$ cat config.mk
export PLATFORM = sky130hd
export DESIGN_NAME = pu_load_ctrl_flat
export DESIGN_NICKNAME = d
export VERILOG_FILES = /design/src/rtl/pu_ctrl_pkg.sv /design/src/rtl/pu_load_ctrl_if.sv /design/src/rtl/pu_load_ctrl.sv /design/src/flat_wrapper.sv
export SDC_FILE = /design/constraint.sdc
export NUM_CORES = 1
export LEC_CHECK = 0
export CORE_MARGIN = 5
export CORE_UTILIZATION = 39
export CTS_CLUSTER_DIAMETER = 120
export CTS_CLUSTER_SIZE = 14
export DETAILED_ROUTE_END_ITERATION = 6
export PLACE_DENSITY = 0.72
export SYNTH_ARGS = -nofsm -noshare
export SYNTH_HDL_FRONTEND = slang
export SYNTH_SLANG_ARGS = --single-unit
$ cat constraint.sdc
create_clock -name clk -period 2.35 [get_ports clk]
set_clock_uncertainty 0.05 [all_clocks]
set_input_delay 0.3525 -clock clk [delete_from_list [all_inputs] [get_ports clk]]
set_output_delay 0.3525 -clock clk [all_outputs]
set_load 0.03 [all_outputs]
$ cat src/rtl/pu_ctrl_pkg.sv
// Shared types for the PU load controller: FSM state encoding and memory namespace ids.
// Imported by the interface and the pu_load_ctrl top.
package pu_ctrl_pkg;

    typedef enum logic [2:0] {
        ST_IDLE  = 3'd0,
        ST_LOAD  = 3'd1,
        ST_START = 3'd2,
        ST_RUN   = 3'd3,
        ST_DONE  = 3'd4
    } pu_state_e;

    localparam logic [1:0] NS_INST   = 2'd0;
    localparam logic [1:0] NS_DATA   = 2'd1;
    localparam logic [1:0] NS_WEIGHT = 2'd2;
    localparam logic [1:0] NS_META   = 2'd3;

    function automatic int ctrl_width(input int log_pe_cols, input int pu_cols);
        return (log_pe_cols + 1) * pu_cols;
    endfunction

endpackage

$ cat src/rtl/pu_load_ctrl_if.sv
// Host/PU-facing bundle of pu_load_ctrl: descriptor and write-data streams, run control, PU memory port.
// slave = controller side, master = host + PU side.
interface pu_load_ctrl_if
    import pu_ctrl_pkg::*;
#(
    parameter int memDataLen        = 16,
    parameter int numPuMemColumns   = 2,
    parameter int logNumPeMemColumn = 2,
    parameter int logMemNamespaces  = 2,
    parameter int countLen          = 12
);
    localparam int memDataLenIn = memDataLen * numPuMemColumns;
    localparam int memCtrlIn    = ctrl_width(logNumPeMemColumn, numPuMemColumns);

    // valid/ready: a transfer happens on a rising clk edge where both are high;
    // a source holds valid and its payload stable until that edge.
    logic                        desc_valid;
    logic                        desc_ready;
    logic [memCtrlIn-1:0]        desc_ctrl;
    logic [logMemNamespaces-1:0] desc_type;
    logic [countLen-1:0]         desc_len;

    logic                        wr_valid;
    logic                        wr_ready;
    logic [memDataLenIn-1:0]     wr_data;

    logic                        go;
    logic                        busy;
    logic                        done;
    logic                        err;

    logic [memCtrlIn-1:0]        ctrl_mem_in;
    logic [logMemNamespaces-1:0] mem_data_type;
    logic [memDataLenIn-1:0]     mem_data_input;
    logic                        start;
    logic                        inst_eoc;

    modport slave (
        input  desc_valid, desc_ctrl, desc_type, desc_len,
        input  wr_valid, wr_data, go, inst_eoc,
        output desc_ready, wr_ready, busy, done, err,
        output ctrl_mem_in, mem_data_type, mem_data_input, start
    );

    modport master (
        output desc_valid, desc_ctrl, desc_type, desc_len,
        output wr_valid, wr_data, go, inst_eoc,
        input  desc_ready, wr_ready, busy, done, err,
        input  ctrl_mem_in, mem_data_type, mem_data_input, start
    );

endinterface

$ cat src/rtl/pu_load_ctrl.sv
// Streams descriptor-framed words into PU memory columns, then starts the PU and waits for end-of-compute.
// Optional RUN watchdog enabled by defining PU_LOAD_CTRL_TIMEOUT_EN.
module pu_load_ctrl
    import pu_ctrl_pkg::*;
#(
    parameter int memDataLen        = 16,
    parameter int numPuMemColumns   = 2,
    parameter int logNumPeMemColumn = 2,
    parameter int logMemNamespaces  = 2,
    parameter int countLen          = 12,
    parameter int timeoutCycles     = 4095
) (
    input  logic          clk,
    input  logic          reset,
    pu_load_ctrl_if.slave bus,
    output pu_state_e     dbg_state_o
);
    localparam int memDataLenIn = memDataLen * numPuMemColumns;
    localparam int memCtrlIn    = ctrl_width(logNumPeMemColumn, numPuMemColumns);

    pu_state_e                   state_q, state_d;
    logic [memCtrlIn-1:0]        ctrl_lat_q, ctrl_lat_d;
    logic [logMemNamespaces-1:0] type_lat_q, type_lat_d;
    logic [countLen-1:0]         count_q, count_d;
    logic [memCtrlIn-1:0]        ctrl_out_q, ctrl_out_d;
    logic [logMemNamespaces-1:0] type_out_q, type_out_d;
    logic [memDataLenIn-1:0]     data_out_q, data_out_d;
    logic                        wr_accept;

`ifdef PU_LOAD_CTRL_TIMEOUT_EN
    localparam int WdogW = (timeoutCycles > 1) ? $clog2(timeoutCycles) : 1;
    localparam logic [WdogW-1:0] WdogLast = WdogW'(timeoutCycles - 1);
    logic [WdogW-1:0] wdog_q, wdog_d;
    logic             err_q, err_d;
`else
    logic unused_timeout_cfg;
    assign unused_timeout_cfg = (timeoutCycles != 0);
`endif

    assign wr_accept = (state_q == ST_LOAD) && bus.wr_valid;

    always_comb begin
        state_d    = state_q;
        ctrl_lat_d = ctrl_lat_q;
        type_lat_d = type_lat_q;
        count_d    = count_q;
`ifdef PU_LOAD_CTRL_TIMEOUT_EN
        wdog_d     = wdog_q;
        err_d      = err_q;
`endif
        unique case (state_q)
            ST_IDLE: begin
                // A pending descriptor takes priority; go is looked at again next IDLE cycle.
                if (bus.desc_valid) begin
                    ctrl_lat_d = bus.desc_ctrl;
                    type_lat_d = bus.desc_type;
                    count_d    = bus.desc_len;
                    if (bus.desc_len != '0) state_d = ST_LOAD;
                end else if (bus.go) begin
                    state_d = ST_START;
`ifdef PU_LOAD_CTRL_TIMEOUT_EN
                    err_d   = 1'b0;
`endif
                end
            end
            ST_LOAD: begin
                if (wr_accept) begin
                    count_d = count_q - countLen'(1);
                    if (count_q == countLen'(1)) state_d = ST_IDLE;
                end
            end
            ST_START: begin
                state_d = ST_RUN;
`ifdef PU_LOAD_CTRL_TIMEOUT_EN
                wdog_d  = '0;
`endif
            end
            ST_RUN: begin
                if (bus.inst_eoc) begin
                    state_d = ST_DONE;
`ifdef PU_LOAD_CTRL_TIMEOUT_EN
                end else if (wdog_q == WdogLast) begin
                    state_d = ST_DONE;
                    err_d   = 1'b1;
                end else begin
                    wdog_d  = wdog_q + WdogW'(1);
`endif
                end
            end
            ST_DONE: state_d = ST_IDLE;
            default: state_d = ST_IDLE;
        endcase
    end

    // Write port is a one-cycle echo of the accepted word; idle cycles drive no column select.
    always_comb begin
        ctrl_out_d = '0;
        type_out_d = type_out_q;
        data_out_d = data_out_q;
        if (wr_accept) begin
            ctrl_out_d = ctrl_lat_q;
            type_out_d = type_lat_q;
            data_out_d = bus.wr_data;
        end
    end

    always_ff @(posedge clk or negedge reset) begin
        if (!reset) begin
            state_q    <= ST_IDLE;
            ctrl_lat_q <= '0;
            type_lat_q <= '0;
            count_q    <= '0;
            ctrl_out_q <= '0;
            type_out_q <= '0;
            data_out_q <= '0;
        end else begin
            state_q    <= state_d;
            ctrl_lat_q <= ctrl_lat_d;
            type_lat_q <= type_lat_d;
            count_q    <= count_d;
            ctrl_out_q <= ctrl_out_d;
            type_out_q <= type_out_d;
            data_out_q <= data_out_d;
        end
    end

`ifdef PU_LOAD_CTRL_TIMEOUT_EN
    always_ff @(posedge clk or negedge reset) begin
        if (!reset) begin
            wdog_q <= '0;
            err_q  <= 1'b0;
        end else begin
            wdog_q <= wdog_d;
            err_q  <= err_d;
        end
    end
    assign bus.err = err_q;
`else
    assign bus.err = 1'b0;
`endif

    // desc_ready is gated by reset so it reads 0 while reset is held.
    assign bus.desc_ready     = reset && (state_q == ST_IDLE);
    assign bus.wr_ready       = (state_q == ST_LOAD);
    assign bus.busy           = (state_q != ST_IDLE);
    assign bus.start          = (state_q == ST_START);
    assign bus.done           = (state_q == ST_DONE);
    assign bus.ctrl_mem_in    = ctrl_out_q;
    assign bus.mem_data_type  = type_out_q;
    assign bus.mem_data_input = data_out_q;
    assign dbg_state_o        = state_q;

endmodule

$ cat src/flat_wrapper.sv
// flat-port wrapper written by rule: the top's interface ports become plain ports
module pu_load_ctrl_flat import pu_ctrl_pkg::*;
#(
    parameter int memDataLen        = 16,
    parameter int numPuMemColumns   = 2,
    parameter int logNumPeMemColumn = 2,
    parameter int logMemNamespaces  = 2,
    parameter int countLen          = 12,
    parameter int timeoutCycles     = 4095
)
  (clk, reset, dbg_state_o, bus_desc_valid, bus_desc_ctrl, bus_desc_type, bus_desc_len, bus_wr_valid, bus_wr_data, bus_go, bus_inst_eoc, bus_desc_ready, bus_wr_ready, bus_busy, bus_done, bus_err, bus_ctrl_mem_in, bus_mem_data_type, bus_mem_data_input, bus_start);
  pu_load_ctrl_if #(.memDataLen(memDataLen), .numPuMemColumns(numPuMemColumns), .logNumPeMemColumn(logNumPeMemColumn), .logMemNamespaces(logMemNamespaces), .countLen(countLen)) bus_i ();
  input  logic clk;
  input  logic reset;
  output pu_state_e dbg_state_o;
  input wire logic [$bits(bus_i.desc_valid)-1:0] bus_desc_valid;
  input wire logic [$bits(bus_i.desc_ctrl)-1:0] bus_desc_ctrl;
  input wire logic [$bits(bus_i.desc_type)-1:0] bus_desc_type;
  input wire logic [$bits(bus_i.desc_len)-1:0] bus_desc_len;
  input wire logic [$bits(bus_i.wr_valid)-1:0] bus_wr_valid;
  input wire logic [$bits(bus_i.wr_data)-1:0] bus_wr_data;
  input wire logic [$bits(bus_i.go)-1:0] bus_go;
  input wire logic [$bits(bus_i.inst_eoc)-1:0] bus_inst_eoc;
  output wire logic [$bits(bus_i.desc_ready)-1:0] bus_desc_ready;
  output wire logic [$bits(bus_i.wr_ready)-1:0] bus_wr_ready;
  output wire logic [$bits(bus_i.busy)-1:0] bus_busy;
  output wire logic [$bits(bus_i.done)-1:0] bus_done;
  output wire logic [$bits(bus_i.err)-1:0] bus_err;
  output wire logic [$bits(bus_i.ctrl_mem_in)-1:0] bus_ctrl_mem_in;
  output wire logic [$bits(bus_i.mem_data_type)-1:0] bus_mem_data_type;
  output wire logic [$bits(bus_i.mem_data_input)-1:0] bus_mem_data_input;
  output wire logic [$bits(bus_i.start)-1:0] bus_start;
  assign bus_i.desc_valid = bus_desc_valid;
  assign bus_i.desc_ctrl = bus_desc_ctrl;
  assign bus_i.desc_type = bus_desc_type;
  assign bus_i.desc_len = bus_desc_len;
  assign bus_i.wr_valid = bus_wr_valid;
  assign bus_i.wr_data = bus_wr_data;
  assign bus_i.go = bus_go;
  assign bus_i.inst_eoc = bus_inst_eoc;
  assign bus_desc_ready = bus_i.desc_ready;
  assign bus_wr_ready = bus_i.wr_ready;
  assign bus_busy = bus_i.busy;
  assign bus_done = bus_i.done;
  assign bus_err = bus_i.err;
  assign bus_ctrl_mem_in = bus_i.ctrl_mem_in;
  assign bus_mem_data_type = bus_i.mem_data_type;
  assign bus_mem_data_input = bus_i.mem_data_input;
  assign bus_start = bus_i.start;
  pu_load_ctrl #(.memDataLen(memDataLen), .numPuMemColumns(numPuMemColumns), .logNumPeMemColumn(logNumPeMemColumn), .logMemNamespaces(logMemNamespaces), .countLen(countLen), .timeoutCycles(timeoutCycles)) u_core (.clk(clk), .reset(reset), .bus(bus_i), .dbg_state_o(dbg_state_o));
endmodule
==> impl_metrics.env <==
export IMPL_fp_dieH_um=95.3
export IMPL_power_total_mw=5.86
export IMPL_yosysTopAreaCellShare=0.555
export IMPL_cp_end_kind="output port"
export IMPL_design_core_area_sq_um=7180
export IMPL_path_cells="buf_4 > nor3b_1 > clkdlybuf4s50_1"
export IMPL_netlist_top_cells_area="dfrtp_1 56%, mux2_2 15%, mux2_1 2.0%"
export IMPL_path_class="reg -> out"
export IMPL_grt_pass1_wl_um=10400
export IMPL_cts_setup_buffers=0
export IMPL_fillerInstances=599
export IMPL_boundaryPins=107
export IMPL_dieArea_sq_um=9090
export IMPL_synth_top_area_cell="dfrtp_1"
export IMPL_rsz0062_at_grt="no"
export IMPL_yosysMostFrequentCell="dfrtp_1"
export IMPL_synth_seq_cells=63
export IMPL_worstPathRequired_ns=1.95
export IMPL_grt_antenna_before_repair=0
export IMPL_crit_fanout=7
export IMPL_diodes=0
export IMPL_rows=31
export IMPL_min_period_ns=2.25
export IMPL_first_pass_iters=4
export IMPL_ys_types=47
export IMPL_path_clk_slew_ns=0.07
export IMPL_place_congestion=0.843
export IMPL_slowest_stage="clkdlybuf4s50_1"
export IMPL_irDropWorstVdd_v=0.000493
export IMPL_num_vias=2189
export IMPL_grt_use_total=0.149
export IMPL_grt_max_degree=64
export IMPL_wl_per_cell_um=15.2
export IMPL_start_util=0.396
export IMPL_cts_num_sinks=63
export IMPL_setup_worst_path_start_class="flop"
export IMPL_cp_depth=3
export IMPL_synth_fp_nets=288
export IMPL_clkLatencyLatePin_ns=0.33
export IMPL_drtAntennaViolNets=0
export IMPL_synth_common_cells="63 x dfrtp_1, 37 x mux2_2, 15 x nor2_1, 9 x nor4_1"
export IMPL_io_buffers=105
export IMPL_ys_seq_area_frac=0.555
export IMPL_worst_r2r_path_depth=6
export IMPL_syn_area_per_cell_sq_um=12.5
export IMPL_netlist_area_sq_um=2840
export IMPL_syn_inst=228
export IMPL_area_growth_pct=45.3
export IMPL_final_hold_viol_count=0
export IMPL_fin_ws_ns=0.0997
export IMPL_min_period_over_period=0.958
export IMPL_wl_um=6690
export IMPL_hpwlAfterDp_um=4890
export IMPL_status="finished, final reports clean"
export IMPL_leakage_nw=1.70
export IMPL_slew_headroom=0.476
export IMPL_ys_flop_type="dfrtp_1"
export IMPL_setup_tns_ns=0
export IMPL_tightest_slew_ns=0.787
export IMPL_cts_tree="built"
export IMPL_drt_iter0_markers=76
export IMPL_timing_fmax_mhz=444
export IMPL_dpl_worst_slack_ns=0.282
export IMPL_synth_edf_count=0
export IMPL_hold_class="in -> async"
export IMPL_clk_path_buf_depth=2
export IMPL_cts_root_buf="clkbuf_8"
export IMPL_slowest_delay_ns=0.70
export IMPL_nets=397
export IMPL_grt_pass1_vias=2217
export IMPL_overflow=0
export IMPL_yosys_warnings=0
export IMPL_viasPerCell=4.96
export IMPL_power_density_nw_per_um2=1420
export IMPL_drv_slew=0
export IMPL_synthArstFlopShare=1.00
export IMPL_drc=0
export IMPL_crit_arrival_ns=1.85
export IMPL_cts_buffers=9
export IMPL_cap_viol_max_count=0
export IMPL_cts_htree_levels=3
export IMPL_dieWidth_um=95.3
export IMPL_cp_num_buf_inv=2
export IMPL_finalSetupViolations=0
export IMPL_worst_path_dominant_cell_family="buffers and inverters"
export IMPL_final_layout_size_suffix_gt1_frac=0.208
==> layout make-up <==
cell class / count / area (sq um) / share of cell area
clock buffer: 9 / 124 / 0.0300
multi-input combinational: 143 / 1100 / 0.268
timing repair buffer: 114 / 1120 / 0.272
sequential: 63 / 1580 / 0.382
tap: 99 / 124 / 0.0300
clock inverter: 7 / 48.8 / 0.0118
inverter: 6 / 23.8 / 0.00576
==> power breakdown <==
group | leakage (nW) | switching (mW) | internal (mW) | total, mW
sequential | 0.751 | 0.327 | 1.61 | 1.94
clock | 0.0894 | 0.440 | 0.384 | 0.824
combinational | 0.860 | 1.65 | 1.45 | 3.10
total | 1.70 | 2.41 | 3.45 | 5.86
==> registers in the layout, indices dropped and copies added (netlist names) <==
signal                     count
u_core.bus.ctrl_mem_in         6
u_core.bus.mem_data_input     32
u_core.bus.mem_data_type       2
u_core.count_q                12
u_core.ctrl_lat_q              6
u_core.dbg_state_o             3
u_core.type_lat_q              2
==> metrics by stage <==
stage	hold WS [ns]	std cells	util	instance area, sq um
floorplan	0.00691	228	-	2840
global placement	0.416	425	0.551	3950
detailed placement	0.426	425	0.551	3950
CTS	0.176	441	0.575	4120
global route	0.214	441	0.575	4120
finish	0.154	441	0.575	4120
==> metal layers <==
| layer | track usage | part of all wire | up-vias |
|---|---|---|---|
| met5 | 0 | 0 | - |
| met4 | 0.0565 | 0.0085 | 0 |
| met3 | 0.0513 | 0.078 | 6 |
| met2 | 0.241 | 0.48 | 80 |
| met1 | 0.184 | 0.43 | 1056 |
| li1 | - | - | 1047 |
==> kinds of logic (layout without fill, tap and decap cells) <==
logic type | Yosys count | in the layout | share of synthesized area
fa+ha+maj | 2 | 2 | 0.00881
mux | 43 | 43 | 0.170
flops | 63 | 63 | 0.555
buf+inv | 22 | 136 | 0.0555
other cells | 1 | 1 | 0.00132
compound gates | 40 | 40 | 0.0943
simple gates | 57 | 57 | 0.115
==> timing repair <==
item                       CTS  global route
setup endpoints to repair    1             0
gates resized for setup      1             0
hold buffers                 0             0
==> path summary, 6_finish.rpt <==
path	start	end	slack, ns
max	u_core.dbg_state_o[1]	bus_done	0.1
min	reset	u_core.bus.ctrl_mem_in[4]	0.15
max reg2reg	u_core.count_q[0]	u_core.count_q[10]	0.30
min reg2reg	u_core.bus.mem_data_input[29]	u_core.bus.mem_data_input[29]	0.44
max in group asynchronous	reset	u_core.bus.mem_data_input[31]	1.58
min in group clk	u_core.bus.mem_data_input[29]	u_core.bus.mem_data_input[29]	0.44
==> placed cells by master, fill, tap and decap left out, types with 2 or more instances in the layout <==
master | netlist | layout
dfrtp_1 | 63 | 63
nor4_1 | 9 | 9
ha_1 | 2 | 2
nand2_1 | 5 | 5
clkinv_4 | 0 | 2
clkbuf_8 | 1 | 9
inv_1 | 5 | 5
o22a_1 | 2 | 2
o2bb2ai_1 | 3 | 3
a22oi_1 | 3 | 3
clkinv_2 | 1 | 4
nand3_1 | 2 | 2
a31oi_1 | 4 | 4
clkdlybuf4s50_1 | 0 | 102
mux2_2 | 37 | 37
mux2_1 | 5 | 5
o21ai_0 | 8 | 8
a21oi_1 | 8 | 8
buf_4 | 2 | 9
a2bb2oi_1 | 3 | 3
nor2_1 | 15 | 15
and3_1 | 6 | 6
o21a_1 | 3 | 3
nor3_1 | 5 | 5
or3_1 | 3 | 3
or3b_1 | 2 | 2
Note: power is estimated with default switching activity, not from simulation.
